### config.mk
export PLATFORM = sky130hd
export DESIGN_NAME = char_anim_sequencer
export DESIGN_NICKNAME = d
export VERILOG_FILES = /design/src/rtl/char_anim_sequencer.sv
export SDC_FILE = /design/constraint.sdc
export NUM_CORES = 1
export LEC_CHECK = 0
export ABC_AREA = 1
export ABC_CLOCK_PERIOD_IN_PS = 1300
export CELL_PAD_IN_SITES_DETAIL_PLACEMENT = 1
export CELL_PAD_IN_SITES_GLOBAL_PLACEMENT = 2
export CORE_MARGIN = 8
export CORE_UTILIZATION = 28
export DETAILED_ROUTE_END_ITERATION = 10
export PLACE_DENSITY = 0.75
export SLEW_MARGIN = 20
export SYNTH_ARGS = -nofsm -noshare
export SYNTH_HDL_FRONTEND = slang
export SYNTH_SLANG_ARGS = --single-unit
### constraint.sdc
create_clock -name sys_clk -period 1.3 [get_ports sys_clk]
set_input_delay 0.325 -clock sys_clk [delete_from_list [all_inputs] [get_ports sys_clk]]
set_output_delay 0.325 -clock sys_clk [all_outputs]
set_load 0.005 [all_outputs]
### src/rtl/char_anim_sequencer.sv
// Character sprite sequencer: picks a sprite id from the registered physics state on each
// animation tick, with landing hold, run-cycle, idle breathing and facing direction.
module char_anim_sequencer #(
    parameter int SIGNED_PHY_WIDTH = 15,
    parameter int CNT_WIDTH        = 6,
    parameter int BREATHE_TICKS    = 16,
    parameter int FALL_HOLD_TICKS  = 32,
    parameter int RUN_FRAMES       = 4
) (
    input  logic                        sys_clk,
    input  logic                        sys_rst_n,
    input  logic                        character_clk,
    input  logic                        anim_en,
    input  logic [3:0]                  char_state,
    input  logic [SIGNED_PHY_WIDTH-1:0] vel_y,
    output logic [3:0]                  char_display_id,
    output logic                        char_flip,
    output logic                        frame_update
);

    typedef enum logic [3:0] {
        IdleDis1     = 4'd0,
        IdleDis2     = 4'd1,
        ChargeDis    = 4'd2,
        JumpUpDis    = 4'd3,
        JumpDownDis  = 4'd4,
        FallDis      = 4'd5,
        RunDis0      = 4'd6,
        RunDis1      = 4'd7,
        RunDis2      = 4'd8,
        RunDis3      = 4'd9,
        CollisionDis = 4'd10
    } disp_t;

    localparam logic [3:0] ST_IDLE      = 4'd0;
    localparam logic [3:0] ST_LEFT      = 4'd1;
    localparam logic [3:0] ST_RIGHT     = 4'd2;
    localparam logic [3:0] ST_CHARGE    = 4'd3;
    localparam logic [3:0] ST_JUMP      = 4'd4;
    localparam logic [3:0] ST_COLLISION = 4'd5;
    localparam logic [3:0] ST_FALL      = 4'd6;
    localparam logic [3:0] ST_HOLD      = 4'd7;

    localparam logic [CNT_WIDTH-1:0] HOLD_LAST    = CNT_WIDTH'(FALL_HOLD_TICKS - 1);
    localparam logic [CNT_WIDTH-1:0] BREATHE_HALF = CNT_WIDTH'(BREATHE_TICKS);
    localparam logic [CNT_WIDTH-1:0] BREATHE_LAST = CNT_WIDTH'(2 * BREATHE_TICKS - 1);
    localparam logic [1:0]           RUN_LAST     = 2'(RUN_FRAMES - 1);

    logic                        r_tick;
    logic                        r_en;
    logic [3:0]                  r_state;
    logic [SIGNED_PHY_WIDTH-1:0] r_vel;

    disp_t                       r_disp, w_disp_d;
    logic                        r_flip, w_flip_d;
    logic                        r_fu, w_fu_d;
    logic [CNT_WIDTH-1:0]        r_hold, w_hold_d;
    logic [CNT_WIDTH-1:0]        r_breathe, w_breathe_d;
    logic [1:0]                  r_run_idx, w_run_idx_d;

    logic                        w_vel_neg;
    logic                        w_vel_zero;
    logic                        w_landing;

    // Sign bit alone decides "<0", so the most-negative code counts as downward.
    assign w_vel_neg  = r_vel[SIGNED_PHY_WIDTH-1];
    assign w_vel_zero = (r_vel == '0);
    assign w_landing  = (r_disp == FallDis) && (r_hold < HOLD_LAST) &&
                        ((r_state == ST_IDLE) || (r_state == ST_HOLD));

    always_ff @(posedge sys_clk or negedge sys_rst_n) begin
        if (!sys_rst_n) begin
            r_tick  <= 1'b0;
            r_en    <= 1'b0;
            r_state <= ST_IDLE;
            r_vel   <= '0;
        end else begin
            r_tick  <= character_clk;
            r_en    <= anim_en;
            r_state <= char_state;
            r_vel   <= vel_y;
        end
    end

    always_comb begin
        w_disp_d    = r_disp;
        w_flip_d    = r_flip;
        w_hold_d    = r_hold;
        w_breathe_d = r_breathe;
        w_run_idx_d = r_run_idx;
        w_fu_d      = 1'b0;
        if (r_tick && r_en) begin
            // Every counter clears unless the branch below advances it.
            w_hold_d    = '0;
            w_breathe_d = '0;
            w_run_idx_d = '0;
            if (w_landing) begin
                w_hold_d = r_hold + 1'b1;
            end else begin
                case (r_state)
                    ST_FALL:      w_disp_d = FallDis;
                    ST_CHARGE:    w_disp_d = ChargeDis;
                    ST_COLLISION: w_disp_d = CollisionDis;
                    ST_LEFT, ST_RIGHT: begin
                        w_disp_d    = disp_t'(4'd6 + {2'b00, r_run_idx});
                        w_run_idx_d = (r_run_idx == RUN_LAST) ? 2'd0 : r_run_idx + 2'd1;
                        w_flip_d    = (r_state == ST_LEFT);
                    end
                    ST_IDLE, ST_JUMP, ST_HOLD: begin
                        if (w_vel_neg) begin
                            w_disp_d = JumpDownDis;
                        end else if (!w_vel_zero) begin
                            w_disp_d = JumpUpDis;
                        end else begin
                            w_disp_d    = (r_breathe < BREATHE_HALF) ? IdleDis1 : IdleDis2;
                            w_breathe_d = (r_breathe == BREATHE_LAST) ? '0 : r_breathe + 1'b1;
                        end
                    end
                    default:      w_disp_d = IdleDis1;
                endcase
            end
            w_fu_d = (w_disp_d != r_disp);
        end
    end

    always_ff @(posedge sys_clk or negedge sys_rst_n) begin
        if (!sys_rst_n) begin
            r_disp    <= IdleDis1;
            r_flip    <= 1'b0;
            r_fu      <= 1'b0;
            r_hold    <= '0;
            r_breathe <= '0;
            r_run_idx <= '0;
        end else begin
            r_disp    <= w_disp_d;
            r_flip    <= w_flip_d;
            r_fu      <= w_fu_d;
            r_hold    <= w_hold_d;
            r_breathe <= w_breathe_d;
            r_run_idx <= w_run_idx_d;
        end
    end

    assign char_display_id = r_disp;
    assign char_flip       = r_flip;
    assign frame_update    = r_fu;

endmodule

==> results of run 1 <==
==> stage by stage <==
step	setup slack, ns	instance area (um2)
final	-0.201	2800
after global routing	-0.347	2800
after CTS	-0.198	2690
after detailed placement	-0.285	2430
after global placement	-0.242	2430
after floorplan	-0.0615	1790
==> layout make-up <==
class                      count  area, um2  area share [%]
sequential                    41       1030            36.9
multi-input combinational    127        769            27.5
timing repair buffer          77        668            23.9
inverter                      31        116            4.16
tap                           77       96.3            3.44
clock buffer                   7       86.3            3.09
clock inverter                 1       30.0            1.07
==> power groups by stage <==
stage          registers, mW  clock network [mW]  logic, mW
2_1_floorplan           1.39                   0      0.121
3_3_place_gp            1.39                   0      0.381
3_5_place_dp            1.39                   0      0.387
4_1_cts                 1.37                1.10      0.424
5_1_grt                 1.38                1.15      0.515
6_report                1.37                1.06      0.460
==> what timing repair did <==
action / in CTS / in global routing
hold endpoints to repair: 10 / 0
gates resized for setup: 38 / 29
hold buffers: 1 / 0
pin swaps: 4 / 13
setup endpoints to repair: 24 / 21
setup buffers: 7 / 6
==> Yosys cell counts <==
library cell	number
o31ai_1	2
nand4_1	1
clkinv_1	1
nor2_1	22
o22ai_1	5
nor2_4	1
inv_1	25
ha_1	3
inv_2	5
nor3b_1	1
nand2_1	49
nor4_1	1
xnor2_1	3
nor3_1	3
xor2_1	3
a21oi_1	3
nand2_2	1
nand3_2	1
dfrtp_1	41
nor2_2	1
o21ai_1	5
o2111ai_2	1
clkbuf_1	2
o21ai_0	6
nand3_1	15
==> layer usage <==
layer | GRT usage, % | up-vias | share of wire [%] | wire [um]
met5 | 0 | - | 0 | 0
met3 | 3.67 | 2 | 4.6 | 205
met4 | 3.46 | 0 | 0.67 | 30
li1 | - | 798 | - | -
met1 | 12.0 | 773 | 42 | 1900
met2 | 19.4 | 22 | 52 | 2340
==> state kept, by name (all words and copies together) (netlist names) <==
register / count
r_vel: 15
r_state: 4
char_flip: 1
r_breathe: 6
r_run_idx: 2
r_en: 1
char_display_id: 4
r_tick: 1
r_hold: 6
frame_update: 1
==> worst max-delay path by stage <==
stage	slack, ns	cells past startpoint	startpoint	to
after floorplan	-0.06	10	r_state[0]$_DFF_PN0_	frame_update$_DFF_PN0_
after global placement	-0.24	8	r_hold[0]$_DFFE_PN0P_	r_run_idx[0]$_DFFE_PN0P_
after detailed placement	-0.29	11	r_state[1]$_DFF_PN0_	frame_update$_DFF_PN0_
after CTS	-0.20	11	r_state[1]$_DFF_PN0_	frame_update$_DFF_PN0_
after global routing	-0.35	13	r_state[3]$_DFF_PN0_	frame_update$_DFF_PN0_
final	-0.20	9	r_state[1]$_DFF_PN0_	r_run_idx[0]$_DFFE_PN0P_
==> cell families after synthesis <==
group	share of synthesized area, %
simple gates	23.0
flops	57.6
buf+inv	6.95
compound gates	7.37
xor+xnor	2.95
fa+ha+maj	2.11
==> out/metrics.csv, run 1 <==
metric;value;unit
status;finished, violations left;
failing checks;negative setup slack;
Die W;95.8;um
Yosys reg bits;41;
Hold Fails Final Rpt;0;
share of Yosys cell area claimed by the top area cell type;57.6;%
setup violators final;17;
HP Start;vel_y[0];
Routed Antenna Nets;0;
R2R Path End;r_run_idx[0]$_DFFE_PN0P_;
CP startpoint kind;register;
vias after detailed routing;1595;
yosys warns;0;
Hold Crit Class;in2reg;
Sw Ratio;23.2;%
total gr overflow;0;
most common cell after layout, fill and taps aside;nand2_1;
clock root buffer;clkbuf_8;
R2R depth;9;
Cell Area, Synth;1780;um2
crit-path leading delay family;flip-flops;
Die Span Y;95.8;um
min Tclk post-route;1.50;ns
Layout area overhead;57.0;%
worst clock skew;0.00930;ns
leakage power;1.32;nW
Num CTS Buffers;5;
Avg Inst Size Synth;8.86;um2
first-pass GRT wire length;7.85;mm
Clk pin slew, worst setup/hold paths;0.08;ns
worst-margin pin slew;0.350;ns
worst r2r src;r_state[1]$_DFF_PN0_;
IO Count;29;
sw power;671;uW
vias in the first global route;1824;
WP data arrival;1.70;ns
WL/cell;12.4;um
CP Capture Type;register;
layout cells sized above 1;36.6;%
clock buffer depth;2;
GRT Util Overall;10.9;%
Comb pwr share;15.9;%
DPL Wire Length;3.27;mm
hold depth;1;
fin util;44.8;%
Placed Cells;340;
Pwr Total;2.89;mW
register area share after synthesis;57.6;%
CTS tree;built;
die area;9170;um2
DRT iter0 DRCs;26;
Setup CP Type;reg2reg;
Buf/Inv on CP;3;
most used cell, CP;nand2_2;
Crit-path slowest cell;dfrtp_2;
crit share post-route;115;%
H-tree depth;2;
Power Internal;2.22;mW
Initial Util;28.5;%
GP Congestion;0.777;
diode count;0;
Core ar.;6240;um2
Synth area leader;dfrtp_1;
Post-route DRC;0;
commonest non-fill, non-tap cells in the layout;nand2_1, buf_4, dfrtp_1, inv_1, clkdlybuf4s50_1;
flop-to-flop setup slack;-0.20;ns
MaxCap Viol Count;0;
First-pass DRT Iterations;3;
# nets final;309;
routed wire length;4.48;mm
Sink Count;41;
CP peak stage delay;0.44;ns
Clock Latency Late Sink;0.29;ns
ranking of synthesized cells by area;dfrtp_1, nand2_1, inv_1;
final worst setup slack;-0.201;ns
fillers;741;
TNS Setup;-2.51;ns
Mapped Cells;201;
cells along the critical path;buf_4, nand2_2, o21ai_2, nand3_2, nand2_2, buf_6, nor2_4, inv_2, o31ai_2;
row count;29;
clock share of power;36.6;%
hold endpoint;r_vel[0]$_DFF_PN0_;
Max Freq;666;MHz
VDD IR max;0.652;mV
Post-Syn Nets;227;
largest net degree at the start of global routing;42;
Reg power frac;47.5;%
Critical Path Fanout Max;5;
post-synth cell types;25;
RSZ-0062 raised after global routing;true;
Cell Pwr Density;1030;nW/um2
initial antenna violation count;0;
Port Buffer Count;28;
Req. time, crit path;1.50;ns
Slew Limit Headroom;76.5;%
Cell Count, Final, Fillers Out;361;
vias per cell;4.42;
Final Max Slew Viols;0;
final hold slack;0.474;ns
(Power assumes the default switching activity.)
==> inputs of run 2 (changes only) <==
--- a/config.mk
+++ b/config.mk
@@ -9,7 +9,6 @@
 export ABC_CLOCK_PERIOD_IN_PS = 1300
 export CELL_PAD_IN_SITES_DETAIL_PLACEMENT = 1
 export CELL_PAD_IN_SITES_GLOBAL_PLACEMENT = 2
-export CORE_MARGIN = 8
 export CORE_UTILIZATION = 28
 export DETAILED_ROUTE_END_ITERATION = 10
 export PLACE_DENSITY = 0.75
==> run 2 against run 1 <==
  * The flow still finishes with violations (negative setup slack)
  * Final cell count unchanged
  * Fmax decreased by 10%
  * Flip-flop and latch count unchanged
  * Critical path depth increased by 2
  * Routed wire length increased by 2.2%
  * Power increased by 1.6%
  * Critical path type unchanged
==> out/metrics.csv, run 2 (synthesis results as in run 1) <==
metric;value;unit;change
status;finished, violations left;;
failing checks;negative setup slack;;
total gr overflow;0;;unchanged
Clock Latency Late Sink;0.29;ns;about the same
GP Congestion;0.775;;-0.36%
initial antenna violation count;0;;unchanged
row count;28;;-3.4%
most common cell after layout, fill and taps aside;nand2_1;;
CP Capture Type;register;;
HP Start;character_clk;;
diode count;0;;unchanged
worst r2r src;r_state[0]$_DFF_PN0_;;
Cell Count, Final, Fillers Out;361;;unchanged
Slew Limit Headroom;82.6;%;+6.2 points
fillers;713;;-3.8%
worst-margin pin slew;0.260;ns;-0.0901 ns
post-place setup slack;-0.303;ns;-0.0177 ns
Critical path origin;r_state[0]$_DFF_PN0_;;
Clk pin slew, worst setup/hold paths;0.08;ns;about the same
WL/cell;12.7;um;+2.2%
layout cells sized above 1;38.1;%;+1.5 points
Final Max Slew Viols;0;;unchanged
WP data arrival;1.85;ns;+0.15 ns
leakage power;1.34;nW;+2.0%
Largest Register;r_vel;;
Critical Path Fanout Max;4;;-1
Initial Util;29.6;%;+1.0 points
clock buffer depth;2;;unchanged
GRT Util Overall;15.1;%;+4.2 points
Routed Antenna Nets;0;;unchanged
met3 Track Usage GR;3.44;%;-0.22 points
Die W;81.8;um;-15%
Req. time, crit path;1.48;ns;-0.02 ns
routed wire length;4.58;mm;+2.2%
first-pass GRT wire length;7.32;mm;-6.8%
commonest non-fill, non-tap cells in the layout;nand2_1, dfrtp_1, buf_4, inv_1, clkdlybuf4s50_1;;
CTS tree;built;;
Pwr Total;2.93;mW;+1.6%
Hold Fails Final Rpt;0;;unchanged
R2R Path End;frame_update$_DFF_PN0_;;
worst clock skew;0.00812;ns;-0.00119 ns
die area;6690;um2;-27%
DPL Wire Length;3.15;mm;-3.7%
IO Count;29;;unchanged
Hold Crit Class;in2reg;;
fin util;48.3;%;+3.4 points
Cell Pwr Density;1010;nW/um2;-2.3%
min Tclk post-route;1.67;ns;+0.172 ns
Port Buffer Count;28;;unchanged
Setup CP Type;reg2reg;;
fin area;2910;um2;+3.9%
setup violators final;13;;-4
grt met1 use;18.6;%;+6.6 points
largest net degree at the start of global routing;42;;unchanged
Max Freq;598;MHz;-10%
DRT iter0 DRCs;19;;-27%
Largest regs;r_vel: 15 flops, r_breathe: 6 flops, r_hold: 6 flops;;
RSZ-0062 raised after global routing;true;;
MaxCap Viol Count;0;;unchanged
# nets final;311;;+0.65%
Sink Count;41;;unchanged
crit share post-route;129;%;+13 points
Post-route DRC;0;;unchanged
vias per cell;4.48;;+1.5%
clock root buffer;clkbuf_8;;
vias after detailed routing;1619;;+1.5%
hold depth;1;;unchanged
flop-to-flop setup slack;-0.37;ns;-0.17 ns
vias in the first global route;1635;;-10%
Die Span Y;81.8;um;-15%
GRT busiest layer;met2;;
VDD IR max;0.519;mV;-20%
dpl cell area;2460;um2;+1.1%
CP startpoint kind;register;;
R2R depth;11;;+2
Core ar.;6030;um2;-3.4%
Layout area overhead;63.2;%;
Num CTS Buffers;5;;unchanged
Placed Cells;342;;+0.59%
final worst setup slack;-0.373;ns;-0.172 ns
met2 Resource Use GR;24.7;%;+5.3 points
hold endpoint;r_tick$_DFF_PN0_;;
H-tree depth;2;;unchanged
First-pass DRT Iterations;4;;+1
max reg flops;15;;unchanged
-- run 2: changes by cell type in the layout (fill, tap and decap cells not counted), sizes merged --
cell,previous run,this run
inv,31,30
buf,52,55
clkinv,0,1
clkbuf,8,7
-- run 2: worst max-delay path by stage --
stage               cells after the start                      to
global route                           11  frame_update$_DFF_PN0_
global placement                       11  frame_update$_DFF_PN0_
finish                                 11  frame_update$_DFF_PN0_
detailed placement                     11  frame_update$_DFF_PN0_
CTS                                    11  frame_update$_DFF_PN0_
floorplan                              10  frame_update$_DFF_PN0_
-- run 2: power by group --
part           internal [mW]  total [mW]  switching (mW)
sequential              1.33        1.37          0.0341
clock                  0.626        1.07           0.446
combinational          0.271       0.494           0.223
total                   2.23        2.93           0.704
-- run 2: per-stage QoR --
stage	setup TNS [ns]	hold WS [ns]
floorplan	-0.0889	0.0294
global placement	-2.42	0.314
detailed placement	-2.98	0.323
CTS	-1.57	0.454
global route	-3.54	0.453
finish	-2.05	0.462
-- run 2: timing repair --
item	in CTS	in global routing
setup endpoints to repair	23	20
pin swaps	8	21
setup buffers	7	5
hold buffers	1	0
gates resized for setup	55	30
endpoints found under the hold margin	6	0
-- run 2: cell type report --
type | count | area (um2) | share of cell area, %
Clock inverter | 1 | 30.0 | 1.03
Clock buffer | 7 | 86.3 | 2.97
Sequential cell | 41 | 1030 | 35.4
Multi-Input combinational cell | 127 | 837 | 28.8
Timing Repair Buffer | 79 | 706 | 24.3
Inverter | 31 | 126 | 4.35
Tap cell | 75 | 93.8 | 3.23
-- run 2: critical path: stages (launching register included) --
cell     delay (ns)
dfrtp_1        0.44
buf_6          0.16
xnor2_4        0.17
nand2_2        0.09
nor2_4         0.13
nand2_2        0.07
nand2_2        0.08
nand2_2        0.07
nand2_2        0.08
nand2_1        0.05
nor2_1         0.13
a21oi_1        0.10
-- run 2: per-layer routing --
| layer | up-vias | wire, um | share of wire, % |
|---|---|---|---|
| li1 | 801 | - | - |
| met1 | 779 | 1890 | 41 |
| met2 | 28 | 2440 | 53 |
| met3 | 11 | 134 | 2.9 |
| met4 | 0 | 114 | 2.5 |
| met5 | - | 0 | 0 |
==> inputs of run 3 (changes only) <==
--- a/config.mk
+++ b/config.mk
@@ -11,7 +11,7 @@
 export CELL_PAD_IN_SITES_GLOBAL_PLACEMENT = 2
 export CORE_UTILIZATION = 28
 export DETAILED_ROUTE_END_ITERATION = 10
-export PLACE_DENSITY = 0.75
+export PLACE_DENSITY = 0.79
 export SLEW_MARGIN = 20
 export SYNTH_ARGS = -nofsm -noshare
 export SYNTH_HDL_FRONTEND = slang
==> run 3 against run 2 <==
  * The flow still finishes with violations (negative setup slack)
  * Clock power is 23% lower
  * First-iteration DRC count is 47% higher
  * Critical path depth is 1 lower
  * Global-route usage is 0.15 points lower
  * Worst setup slack better by 0.13 ns
  * Power is 9.0% lower
  * Critical path type unchanged
  * Largest cell class unchanged
  * Largest power group unchanged
  * Highest routed layer unchanged
==> out/metrics.csv, run 3 (synthesis results as in run 1) <==
metric;value;unit;change
status;finished, violations left;;
failing checks;negative setup slack;;
Die W;81.8;um;unchanged
CP peak stage delay;0.50;ns;+0.06 ns
hold depth;1;;unchanged
VDD IR max;0.735;mV;+42%
Num CTS Buffers;5;;unchanged
initial antenna violation count;0;;unchanged
Final Max Slew Viols;0;;unchanged
IO Count;29;;unchanged
CP Capture Type;register;;
Layout area overhead;55.8;%;
WL/cell;12.2;um;-3.6%
Crit-path slowest cell;dfrtp_2;;
Worst path depth;10;;-1
Max Freq;650;MHz;+8.7%
Req. time, crit path;1.48;ns;about the same
most common cell after layout, fill and taps aside;buf_4;;
vias in the first global route;1664;;+1.8%
Hold Crit Class;in2reg;;
Placed Cells;334;;-2.3%
fillers;699;;-2.0%
first-pass GRT wire length;7.34;mm;+0.29%
Core ar.;6030;um2;unchanged
clock root buffer;clkbuf_8;;
final worst setup slack;-0.239;ns;+0.134 ns
Slew Limit Headroom;73.5;%;-9.1 points
GP Congestion;0.789;;+1.8%
cells along the critical path;xnor2_2, nand2_2, nor2_4, nand2_2, nand2_2, nand2_2, nand2_2, nand2_2, nor2_2, a21oi_2;;
Pwr Total;2.67;mW;-9.0%
row count;28;;unchanged
# nets final;305;;-1.9%
final hold slack;0.466;ns;+0.00485 ns
vias after detailed routing;1575;;-2.7%
Clock Latency Late Sink;0.29;ns;about the same
routed wire length;4.34;mm;-5.2%
Cell Count, Final, Fillers Out;355;;-1.7%
max reg flops;15;;unchanged
most used cell, CP;nand2_2;;
DRT iter0 DRCs;28;;+9
Setup CP Type;reg2reg;;
WP data arrival;1.72;ns;-0.13 ns
CP startpoint kind;register;;
crit-path leading delay family;simple AND/OR/NAND/NOR gates;;
crit share post-route;118;%;-10 points
First-pass DRT Iterations;4;;unchanged
Post-route DRC;0;;unchanged
FF/Latch Area;1030;um2;+0.24%
die area;6690;um2;unchanged
commonest non-fill, non-tap cells in the layout;buf_4, dfrtp_1, nand2_1, clkdlybuf4s50_1, inv_1;;
clock buffer depth;2;;unchanged
DPL Wire Length;3.14;mm;-0.30%
vias per cell;4.44;;-1.1%
CTS tree;built;;
MaxCap Viol Count;0;;unchanged
worst-margin pin slew;0.394;ns;+0.133 ns
Hold Fails Final Rpt;0;;unchanged
worst clock skew;0.00729;ns;-0.000827 ns
Sink Count;41;;unchanged
Clk pin slew, worst setup/hold paths;0.08;ns;about the same
Port Buffer Count;28;;unchanged
Cell Pwr Density;962;nW/um2;-4.7%
Buf/Inv on CP;0;;-1
largest net degree at the start of global routing;42;;unchanged
R2R depth;10;;-1
min Tclk post-route;1.54;ns;-0.134 ns
fin util;46.1;%;-2.2 points
GRT Util Overall;14.9;%;-0.15 points
Critical Path Fanout Max;6;;+2
Die Span Y;81.8;um;unchanged
H-tree depth;2;;unchanged
Largest regs;r_vel: 15 flops, r_breathe: 6 flops, r_hold: 6 flops;;
diode count;0;;unchanged
Multi-input gate area;817;um2;-2.4%
layout cells sized above 1;40.0;%;+1.9 points
total gr overflow;0;;unchanged
post-place setup slack;-0.281;ns;+0.0218 ns
RSZ-0062 raised after global routing;true;;
leakage power;1.28;nW;-4.8%
setup violators final;18;;+5
Routed Antenna Nets;0;;unchanged
Largest Register;r_vel;;
Initial Util;29.6;%;unchanged
## run 3: routing by layer
metal	share of wire, %	routed length, um	track usage, %
met3	2.6	111	4.00
met5	0	0	0
met1	44	1920	17.3
met4	0.55	24	4.21
met2	53	2290	26.8
## run 3: final cells by class
type / instances / area share [%]
inverters: 31 / 4.19
repair buffers: 73 / 22.7
well taps: 75 / 3.38
clock buffers: 6 / 2.61
flip-flops and latches: 41 / 37.1
clock inverters: 2 / 0.541
multi-input cells: 127 / 29.4
## run 3: final timing paths
check,slack [ns],end,from
setup / recovery,-0.24,frame_update$_DFF_PN0_,r_state[0]$_DFF_PN0_
hold / removal,0.47,r_state[2]$_DFF_PN0_,char_state[2]
setup reg to reg,-0.24,frame_update$_DFF_PN0_,r_state[0]$_DFF_PN0_
hold reg to reg,0.52,r_run_idx[0]$_DFFE_PN0P_,r_run_idx[0]$_DFFE_PN0P_
max in group asynchronous,0.56,r_state[1]$_DFF_PN0_,sys_rst_n
min in group asynchronous,0.53,r_breathe[1]$_DFFE_PN0P_,sys_rst_n
## run 3: timing repair
item	in CTS	in global routing
hold buffers	1	0
endpoints found under the hold margin	27	0
setup endpoints to repair	25	22
setup buffers	9	4
gates resized for setup	51	27
pin swaps	12	15
cloned	0	0
## run 3: stage by stage
step                TNS, ns  instance area [um2]
floorplan           -0.0889                 1790
global placement      -1.88                 2400
detailed placement    -2.66                 2400
CTS                   -2.21                 2690
global route          -4.30                 2780
finish                -2.52                 2780
## run 3: report_power, final
part | internal, mW | switching [mW] | total [mW]
combinational | 0.259 | 0.215 | 0.474
clock | 0.378 | 0.447 | 0.825
sequential | 1.33 | 0.0378 | 1.37
total | 1.97 | 0.699 | 2.67
